<file path="config.mk">
export PLATFORM = sky130hd
export DESIGN_NAME = axi_mem_master_bridge
export DESIGN_NICKNAME = d
export VERILOG_FILES = /design/src/rtl/axi_pkg.sv /design/src/rtl/mbr_rd_line_buf.sv /design/src/rtl/axi_mem_master_bridge.sv
export SDC_FILE = /design/constraint.sdc
export NUM_CORES = 1
export LEC_CHECK = 0
export ABC_CLOCK_PERIOD_IN_PS = 2580
export CAP_MARGIN = 10
export CORE_AREA = 2 2 126 128
export CTS_CLUSTER_DIAMETER = 80
export DETAILED_ROUTE_END_ITERATION = 7
export DIE_AREA = 0 0 128 130
export GPL_TIMING_DRIVEN = 0
export HOLD_SLACK_MARGIN = 0.08
export PLACE_DENSITY = 0.7
export REMOVE_ABC_BUFFERS = 1
export SETUP_SLACK_MARGIN = 0.3
export SLEW_MARGIN = 20
export SYNTH_ARGS = -nofsm -noshare
export SYNTH_HDL_FRONTEND = slang
export SYNTH_SLANG_ARGS = --single-unit
</file>
<file path="constraint.sdc">
create_clock -name ACLK -period 2.58 [get_ports ACLK]
set_input_delay 0.516 -clock ACLK [delete_from_list [all_inputs] [get_ports ACLK]]
set_output_delay 0.516 -clock ACLK [all_outputs]
set_load 0.02 [all_outputs]
</file>
<file path="src/rtl/axi_pkg.sv">
// Shared AXI4 encodings and FSM state type for the CPU memory-port master bridge.
package axi_pkg;

    typedef enum logic [1:0] {
        BURST_FIXED = 2'b00,
        BURST_INCR  = 2'b01,
        BURST_WRAP  = 2'b10
    } axi_burst_e;

    typedef enum logic [1:0] {
        RESP_OKAY   = 2'b00,
        RESP_EXOKAY = 2'b01,
        RESP_SLVERR = 2'b10,
        RESP_DECERR = 2'b11
    } axi_resp_e;

    typedef enum logic [2:0] {
        ST_IDLE,
        ST_AW,
        ST_W,
        ST_B,
        ST_AR,
        ST_R,
        ST_DONE
    } mbr_state_e;

    // AxSIZE encoding (log2 of bytes per beat); nbytes must be a power of two.
    function automatic logic [2:0] axi_size(input int unsigned nbytes);
        logic [2:0] s;
        s = '0;
        for (int unsigned i = 0; i < 8; i++) begin
            if ((32'd1 << i) == nbytes) s = 3'(i);
        end
        return s;
    endfunction

endpackage

</file>
<file path="src/rtl/mbr_rd_line_buf.sv">
// Read line buffer: beat counter plus RD_BEATS x DATA_W line register for bursts.
module mbr_rd_line_buf #(
    parameter int unsigned DATA_W   = 32,
    parameter int unsigned RD_BEATS = 1
) (
    input  logic                         clk_i,
    input  logic                         rst_ni,
    input  logic                         clr_i,
    input  logic                         we_i,
    input  logic                         last_i,
    input  logic [DATA_W-1:0]            wdata_i,
    output logic [DATA_W*RD_BEATS-1:0]   line_o,
    output logic                         last_o
);

    localparam int unsigned CNT_W = (RD_BEATS > 1) ? $clog2(RD_BEATS) : 1;

    logic [CNT_W-1:0]             cnt_q, cnt_d;
    logic [DATA_W*RD_BEATS-1:0]   line_q, line_d;

    assign last_o = (cnt_q == CNT_W'(RD_BEATS - 1));
    assign line_o = line_q;

    // Early RLAST ends the burst too; slots beyond it keep their previous contents.
    always_comb begin
        cnt_d  = cnt_q;
        line_d = line_q;
        if (clr_i) begin
            cnt_d = '0;
        end else if (we_i) begin
            for (int unsigned k = 0; k < RD_BEATS; k++) begin
                if (cnt_q == CNT_W'(k)) line_d[k*DATA_W +: DATA_W] = wdata_i;
            end
            cnt_d = (last_i || last_o) ? '0 : cnt_q + 1'b1;
        end
    end

    always_ff @(posedge clk_i) begin
        if (!rst_ni) begin
            cnt_q  <= '0;
            line_q <= '0;
        end else begin
            cnt_q  <= cnt_d;
            line_q <= line_d;
        end
    end

endmodule

</file>
<file path="src/rtl/axi_mem_master_bridge.sv">
// CPU SRAM-style port to AXI4 master bridge; write-then-read serialisation under one stall.
// Optional sticky response-error output enabled by defining MBR_RESP_ERR_EN.
module axi_mem_master_bridge
    import axi_pkg::*;
#(
    parameter int unsigned ID_W     = 4,
    parameter int unsigned ADDR_W   = 32,
    parameter int unsigned DATA_W   = 32,
    parameter int unsigned RD_BEATS = 1,
    parameter int unsigned MST_ID   = 0
) (
    input  logic                       ACLK,
    input  logic                       ARESETn,
    input  logic                       req_rd,
    input  logic                       req_wr,
    input  logic [ADDR_W-1:0]          req_addr,
    input  logic [DATA_W-1:0]          req_wdata,
    input  logic [DATA_W-1:0]          req_bweb,
    output logic [DATA_W*RD_BEATS-1:0] rdata,
    output logic                       stall,
`ifdef MBR_RESP_ERR_EN
    output logic                       resp_err,
`endif
    output logic [ID_W-1:0]            AWID,
    output logic [ADDR_W-1:0]          AWADDR,
    output logic [7:0]                 AWLEN,
    output logic [2:0]                 AWSIZE,
    output logic [1:0]                 AWBURST,
    output logic                       AWVALID,
    input  logic                       AWREADY,
    output logic [DATA_W-1:0]          WDATA,
    output logic [DATA_W/8-1:0]        WSTRB,
    output logic                       WLAST,
    output logic                       WVALID,
    input  logic                       WREADY,
    input  logic [ID_W-1:0]            BID,
    input  logic [1:0]                 BRESP,
    input  logic                       BVALID,
    output logic                       BREADY,
    output logic [ID_W-1:0]            ARID,
    output logic [ADDR_W-1:0]          ARADDR,
    output logic [7:0]                 ARLEN,
    output logic [2:0]                 ARSIZE,
    output logic [1:0]                 ARBURST,
    output logic                       ARVALID,
    input  logic                       ARREADY,
    input  logic [ID_W-1:0]            RID,
    input  logic [DATA_W-1:0]          RDATA,
    input  logic [1:0]                 RRESP,
    input  logic                       RLAST,
    input  logic                       RVALID,
    output logic                       RREADY
);

    localparam int unsigned STRB_W     = DATA_W / 8;
    localparam int unsigned LINE_BYTES = DATA_W * RD_BEATS / 8;

    mbr_state_e            state_q, state_d;
    logic                  pend_wr_q, pend_wr_d;
    logic                  pend_rd_q, pend_rd_d;
    logic [ADDR_W-1:0]     addr_q, addr_d;
    logic [DATA_W-1:0]     wdata_q, wdata_d;
    logic [STRB_W-1:0]     wstrb_q, wstrb_d;
    logic [STRB_W-1:0]     req_strb;

    logic                  rd_we, rd_end, rd_last;

    always_comb begin
        req_strb = '0;
        for (int unsigned i = 0; i < STRB_W; i++) begin
            req_strb[i] = ~&req_bweb[8*i +: 8];
        end
    end

    always_comb begin
        state_d   = state_q;
        pend_wr_d = pend_wr_q;
        pend_rd_d = pend_rd_q;
        addr_d    = addr_q;
        wdata_d   = wdata_q;
        wstrb_d   = wstrb_q;
        case (state_q)
            ST_IDLE: begin
                pend_wr_d = req_wr;
                pend_rd_d = req_rd;
                addr_d    = req_addr;
                wdata_d   = req_wdata;
                wstrb_d   = req_strb;
                if (req_wr)      state_d = ST_AW;
                else if (req_rd) state_d = ST_AR;
            end
            ST_AW: if (AWREADY) state_d = ST_W;
            ST_W:  if (WREADY)  state_d = ST_B;
            ST_B: begin
                if (BVALID) begin
                    pend_wr_d = 1'b0;
                    state_d   = pend_rd_q ? ST_AR : ST_DONE;
                end
            end
            ST_AR: if (ARREADY) state_d = ST_R;
            ST_R: begin
                if (rd_end) begin
                    pend_rd_d = 1'b0;
                    state_d   = ST_DONE;
                end
            end
            ST_DONE: state_d = ST_IDLE;
            default: state_d = ST_IDLE;
        endcase
    end

    always_ff @(posedge ACLK) begin
        if (!ARESETn) begin
            state_q   <= ST_IDLE;
            pend_wr_q <= 1'b0;
            pend_rd_q <= 1'b0;
            addr_q    <= '0;
            wdata_q   <= '0;
            wstrb_q   <= '0;
        end else begin
            state_q   <= state_d;
            pend_wr_q <= pend_wr_d;
            pend_rd_q <= pend_rd_d;
            addr_q    <= addr_d;
            wdata_q   <= wdata_d;
            wstrb_q   <= wstrb_d;
        end
    end

    assign stall = (req_rd | req_wr) && (state_q != ST_DONE);

    assign AWID    = ID_W'(MST_ID);
    assign AWADDR  = addr_q;
    assign AWLEN   = '0;
    assign AWSIZE  = axi_size(STRB_W);
    assign AWBURST = BURST_INCR;
    assign AWVALID = (state_q == ST_AW);

    assign WDATA   = wdata_q;
    assign WSTRB   = wstrb_q;
    assign WLAST   = 1'b1;
    assign WVALID  = (state_q == ST_W);

    assign BREADY  = (state_q == ST_B);

    // Line fills start on a line boundary so the burst covers the whole line.
    assign ARID    = ID_W'(MST_ID);
    assign ARADDR  = addr_q - (addr_q % ADDR_W'(LINE_BYTES));
    assign ARLEN   = 8'(RD_BEATS - 1);
    assign ARSIZE  = axi_size(STRB_W);
    assign ARBURST = BURST_INCR;
    assign ARVALID = (state_q == ST_AR);

    assign RREADY  = (state_q == ST_R);

    assign rd_we  = (state_q == ST_R) && RVALID;
    assign rd_end = rd_we && (RLAST || rd_last);

    mbr_rd_line_buf #(
        .DATA_W   (DATA_W),
        .RD_BEATS (RD_BEATS)
    ) u_line_buf (
        .clk_i   (ACLK),
        .rst_ni  (ARESETn),
        .clr_i   (state_q == ST_AR),
        .we_i    (rd_we),
        .last_i  (RLAST),
        .wdata_i (RDATA),
        .line_o  (rdata),
        .last_o  (rd_last)
    );

    logic unused_ids;
    assign unused_ids = ^{BID, RID};

`ifdef MBR_RESP_ERR_EN
    logic resp_err_q, resp_err_d;

    always_comb begin
        resp_err_d = resp_err_q;
        if (BVALID && BREADY && (BRESP != RESP_OKAY)) resp_err_d = 1'b1;
        if (RVALID && RREADY && (RRESP != RESP_OKAY)) resp_err_d = 1'b1;
    end

    always_ff @(posedge ACLK) begin
        if (!ARESETn) resp_err_q <= 1'b0;
        else          resp_err_q <= resp_err_d;
    end

    assign resp_err = resp_err_q;
`else
    logic unused_resp;
    assign unused_resp = ^{BRESP, RRESP};
`endif

endmodule

</file>
# [Word-level counts from Yosys, hierarchy flattened]
# Index checks and enable logic that the tools add are counted.
[word_totals] out_inout_bits=173 mem_bits_ro=0 word_cells=55 ramBits=0 input_bits=150 register_bits=105 latchBits=0 memories=0
[classes] shift=0 n_div=0 n_mux=12 magnitude_cmp=0 addsub=2 reduce_logical=18 n_bitwise=4 eq_ne=12 n_mul=0
[op_table] op="$reduce_and 8->1" n=4
[op_table] op="$sub 32x2->32" n=1
[op_table] op="$mux 3" n=7
[op_table] op="$pmux 3 s6" n=1
[op_table] op="$ne 2x1->1 const B" n=4
[op_table] op="$eq 3x2->1 const B" n=2
[op_table] op="$eq 3x3->1 const B" n=2
[op_table] op="$ne 3x3->1 const B" n=2
[op_table] op="$reduce_and 6->1" n=1
[op_table] op="$logic_not 1->1" n=4
[op_table] op="$eq 3x1->1 const B" n=1
[op_table] op="$logic_and 1x1->1" n=3
[op_table] op="$logic_not 3->1" n=1
[op_table] op="$not 1->1" n=3
[op_table] op="$reduce_and 3->1" n=1
[op_table] op="$mux 1" n=2
[op_table] op="$mux 2" n=1
[op_table] op="$ne 2x2->1 const B" n=1
[op_table] op="$pmux 1 s2" n=1
[op_table] op="$reduce_and 2->1" n=1
[op_table] op="$reduce_bool 2->1" n=1
[op_table] op="$reduce_or 2->1" n=1
[op_table] op="$add 1x1->1 const B" n=1
[op_table] op="$logic_or 1x1->1" n=1
[op_table] op="$or 1x1->1" n=1

# [Longest topological paths before layout]
[logic_depth] depth_word=5 depth_mapped=7 ltp_nobuf=4

# [By module]
# Synthesis repeated with hierarchy kept, for this count alone.
[unflattened] cells_unflattened=562 area_unflattened_um2=4510.6
[by_module_without_submodules] module="axi_mem_master_bridge" seq_area_each_um2=1441.4 cells_per_inst=419 area_per_inst_um2=3159.3 instances=1
[by_module_without_submodules] module="mbr_rd_line_buf" seq_area_each_um2=660.6 cells_per_inst=143 area_per_inst_um2=1351.3 instances=1

# [Least setup slack after synthesis]
# No wires, ideal clock.
[synth_timing] path_kind="flip-flop to output port" start="register state_q[0]" end="output AWVALID" required_time_ns=2.064 stages_incl_launch_ff=4 path_slack_ns=0.993 n_path_buf=1 arrival_ns=1.071 path_cell_list="dfxtp_1 -> buf_4 -> inv_1 -> nor3_1"
[synth_via] elab_chain_len=1
[synth_rtl] item="start: declaration" line="axi_mem_master_bridge.sv:58" source="mbr_state_e state_q, state_d;"
[synth_rtl] item="start signal: assignment" line="axi_mem_master_bridge.sv:121" source="state_q <= state_d;"
[synth_rtl] item="$eq 3x1->1" line="axi_mem_master_bridge.sv:137" source="assign AWVALID = (state_q == ST_AW);"
[synth_rtl] item="end: declaration" line="axi_mem_master_bridge.sv:29" source="output logic AWVALID,"
# No other way between the ends.

# [Final worst setup path]
[layout_timing] start="register state_q[1]" end="output ARVALID"
[layout_via] elab_chain_len=1
[layout_rtl] item="$eq 3x3->1" line="axi_mem_master_bridge.sv:152" source="assign ARVALID = (state_q == ST_AR);"
[layout_rtl] item="end: declaration" line="axi_mem_master_bridge.sv:45" source="output logic ARVALID,"
# No other way between the ends.

==> flow_summary_export.csv <==
group,metric,value,unit
placement,port_buffers,273,
die,floorplan.die_area,0.0166,mm²
setup_path,worstPathRequired,2.06,ns
power,pwr-share-comb,0.468,
cts,post_cts_resize_count,8,
cts,post_cts.repair.setup_buffers,0,
synth,yosys-top-cells-area,"sky130_fd_sc_hd__dfxtp_1 47%, sky130_fd_sc_hd__nand2_1 17%, sky130_fd_sc_hd__a21boi_0 10%, sky130_fd_sc_hd__buf_4 7.8%, sky130_fd_sc_hd__a21boi_1 6.0%",
timing,layout_worst_path_cycle_share,0.847,
placement,place.detailed.hpwl,9.45,mm
grt,antenna_found_initial,0,
route,avgViaCountPerCell,4.34,
synth,synth.avg_cell_area,8.01,µm²
route,wire_per_inst,13.1,µm
power,sw_ratio,0.385,
synth,synth_area_leader_cell,"sky130_fd_sc_hd__dfxtp_1",
outcome,outcome,"complete, no violations",
power,internal_power_of_the_cells,4.17,mW
cts,holdBufCountCts,0,
synth,ys_ff_latch,105,
setup_path,crit_reg_reg_startpoint,"state_q[1]",
grt,grt_start_max_net_pins,60,
setup_path,cp_data_arrival_time,1.67,ns
setup_path,critPathLaunch,"state_q[1]",
setup_path,setup.worst_path.class,"reg2out",
die,io_pins,323,
cts,insertion_delay,0.34,ns
power,power_leakage,2.82,nW
power,net-switching-power,2.61,mW
finish,finalCoreUtilization,0.483,
cts,tritoncts_clock_tree,"built",
synth,yosysUniqueCellTypes,32,
finish,post_route_cells_drive_above_1_share,0.0378,
route,detail_route.wirelength,12.9,mm
synth,postSynthCellCount,564,
synth,synth-edff-count,0,
synth,synth_sequential_area_ratio,0.466,
hold_path,min_path_type,"reg2reg",
setup_path,worstSetupStartpointType,"flip-flop",
synth,yosysWarnings,0,
cts,clkSlewWorstSetupHoldPaths,0.07,ns
timing,maxClockFrequency,458,MHz
placement,place_inst,969,
power,clock_power_share,0.200,
grt,grt.total_usage,0.151,
timing,layout_min_cycle_time,2.18,ns
placement,finalWeightedCongestion,0.748,
timing,finalSetupViolCount,0,
setup_path,cp_max_fanout,14,
finish,fillerInstances,1517,
synth,synth.cell_area,0.00452,mm²
synth,netlist_top_cells_count,"200 x sky130_fd_sc_hd__nand2_1, 105 x sky130_fd_sc_hd__dfxtp_1, 60 x sky130_fd_sc_hd__a21boi_0",
timing,slew-limit-headroom,0.421,
finish,num-nets-final,938,
die,core,0.0154,mm²
flow_run,drv_cap,0,
die,die-height,130,µm
timing,worst_clock_skew,0.0103,ns
die,fp-row-count,46,
power,power_per_cell_area,910,mW/mm²
cts,cts_sinks,105,
synth,synth.most_common_cell,"sky130_fd_sc_hd__nand2_1",
die,die_width,128,µm
finish,area_growth_syn_to_layout,65.1,%
synth,proportion_of_register_bits_with_asynchronous_set_or_reset_after_synthesis,0,
finish,insertedDiodeCount,0,
timing,worst_pin_slew,0.867,ns
grt,grt_pass1_wl,19.8,mm
cts,cts_made_buffers,9,
grt,number_of_global_route_vias_before_repair,3949,
setup_path,setup.worst_path.end_class,"output pin",
synth,synth.top_cell.area_share,0.466,
route,drc,0,
grt,overflow,0,
finish,fin_cells,985,
route,vias,4275,
timing,hold_viol,0,
power,sequentialPowerShare,0.333,
hold_path,min-delay-start,"u_line_buf.line_o[16]",
route,drtIter0Drc,190,
cts,cts_buffer_depth,2,
route,first_pass_iters,4,
die,start_util,0.293,
cts,cts.htree.levels,3,
cts,clock-root-buffer,"sky130_fd_sc_hd__clkbuf_16",
synth,synth_flop_cell,"sky130_fd_sc_hd__dfxtp_1",
power,design_power_total,6.78,mW
route,ant_nets,0,
timing,grt_setup_unrepaired,"false",
power,ir_drop,0.465,mV
timing,timing.final.max_slew_violations,0,
worst paths after layout:
kind	end	slack [ns]	cells after the start
setup / recovery	ARVALID	0.40	3
setup reg to reg	u_line_buf.line_o[1]	0.76	4
hold reg to reg	u_line_buf.line_o[16]	0.45	2
hold / removal	u_line_buf.line_o[16]	0.45	2
area by class of cell:
type	instances	area (µm²)	area share
timing repair buffer	280	2840	0.380
inverter	3	11.3	0.00151
tap	192	240	0.0322
clock inverter	4	53.8	0.00722
sequential	105	2110	0.283
clock buffer	12	236	0.0317
multi-input combinational	389	1970	0.264
state kept, by name (all words and copies together), names as in the netlist:
name / cells
WDATA: 32
pend_rd_q: 1
state_q: 3
u_line_buf.cnt_q: 1
AWADDR: 32
u_line_buf.line_o: 32
WSTRB: 4
stage by stage:
stage / TNS, ns / cell area, µm² / setup WS (ns) / hold WS, ns
finish: 0 / 7450 / 0.396 / 0.452
global route: 0 / 7450 / 0.302 / 0.467
global placement: -120.65 / 7040 / -1.36 / 0.441
CTS: 0 / 7450 / 0.327 / 0.453
floorplan: 0 / 4070 / 0.540 / 0.455
detailed placement: 0 / 7160 / 0.205 / 0.444
worst max-delay path, cell delays in order, from the launching register on:
cell                              delay (ns)
sky130_fd_sc_hd__dfxtp_4                0.40
sky130_fd_sc_hd__nand2b_1               0.18
sky130_fd_sc_hd__nor2_1                 0.11
sky130_fd_sc_hd__clkdlybuf4s50_1        0.62
routing by layer:
| layer | global-route usage | routed length (µm) | up-vias | part of all wire |
|---|---|---|---|---|
| met5 | 0 | 0 | - | 0 |
| met4 | 0.0511 | 177 | 0 | 0.014 |
| met3 | 0.0631 | 1230 | 14 | 0.096 |
| met2 | 0.245 | 5920 | 200 | 0.46 |
| met1 | 0.181 | 5550 | 1897 | 0.43 |
| li1 | - | - | 2164 | - |
cell families (layout without fill, tap and decap cells):
| kind of cell | Yosys count | in the layout | synth area share |
|---|---|---|---|
| flops | 105 | 105 | 0.466 |
| compound gates | 114 | 114 | 0.183 |
| other cells | 2 | 37 | 0.00166 |
| buf+inv | 105 | 299 | 0.131 |
| simple gates | 238 | 238 | 0.219 |
cells in the final DEF, fill, tap and decap left out, drive strengths merged:
cell type / synthesis / final
a211oi: 1 / 1
a21boi: 96 / 96
a21oi: 3 / 3
a31oi: 1 / 1
and2b: 1 / 1
and3: 1 / 1
buf: 58 / 8
bufinv: 0 / 1
clkbuf: 44 / 12
clkdlybuf4s50: 0 / 268
clkinv: 0 / 1
clkinvlp: 0 / 2
conb: 2 / 37
dfxtp: 105 / 105
dlygate4sd2: 0 / 4
inv: 3 / 3
nand2: 201 / 201
nand2b: 2 / 2
nand3: 3 / 3
nand3b: 1 / 1
nand4: 9 / 9
nor2: 11 / 11
nor2b: 1 / 1
nor3: 7 / 7
nor3b: 1 / 1
o2111ai: 1 / 1
o211ai: 1 / 1
o21ai: 9 / 9
o221a: 1 / 1
o22ai: 1 / 1
power by group through the flow:
| stage | Sequential, mW | Combinational [mW] | Clock (mW) |
|---|---|---|---|
| after floorplan | 2.84 | 0.913 | 0 |
| after global placement | 2.28 | 3.07 | 0 |
| after detailed placement | 2.29 | 3.23 | 0 |
| after CTS | 2.26 | 3.23 | 1.41 |
| after global routing | 2.32 | 3.45 | 1.48 |
| final | 2.26 | 3.17 | 1.35 |
(Power assumes the default switching activity.)
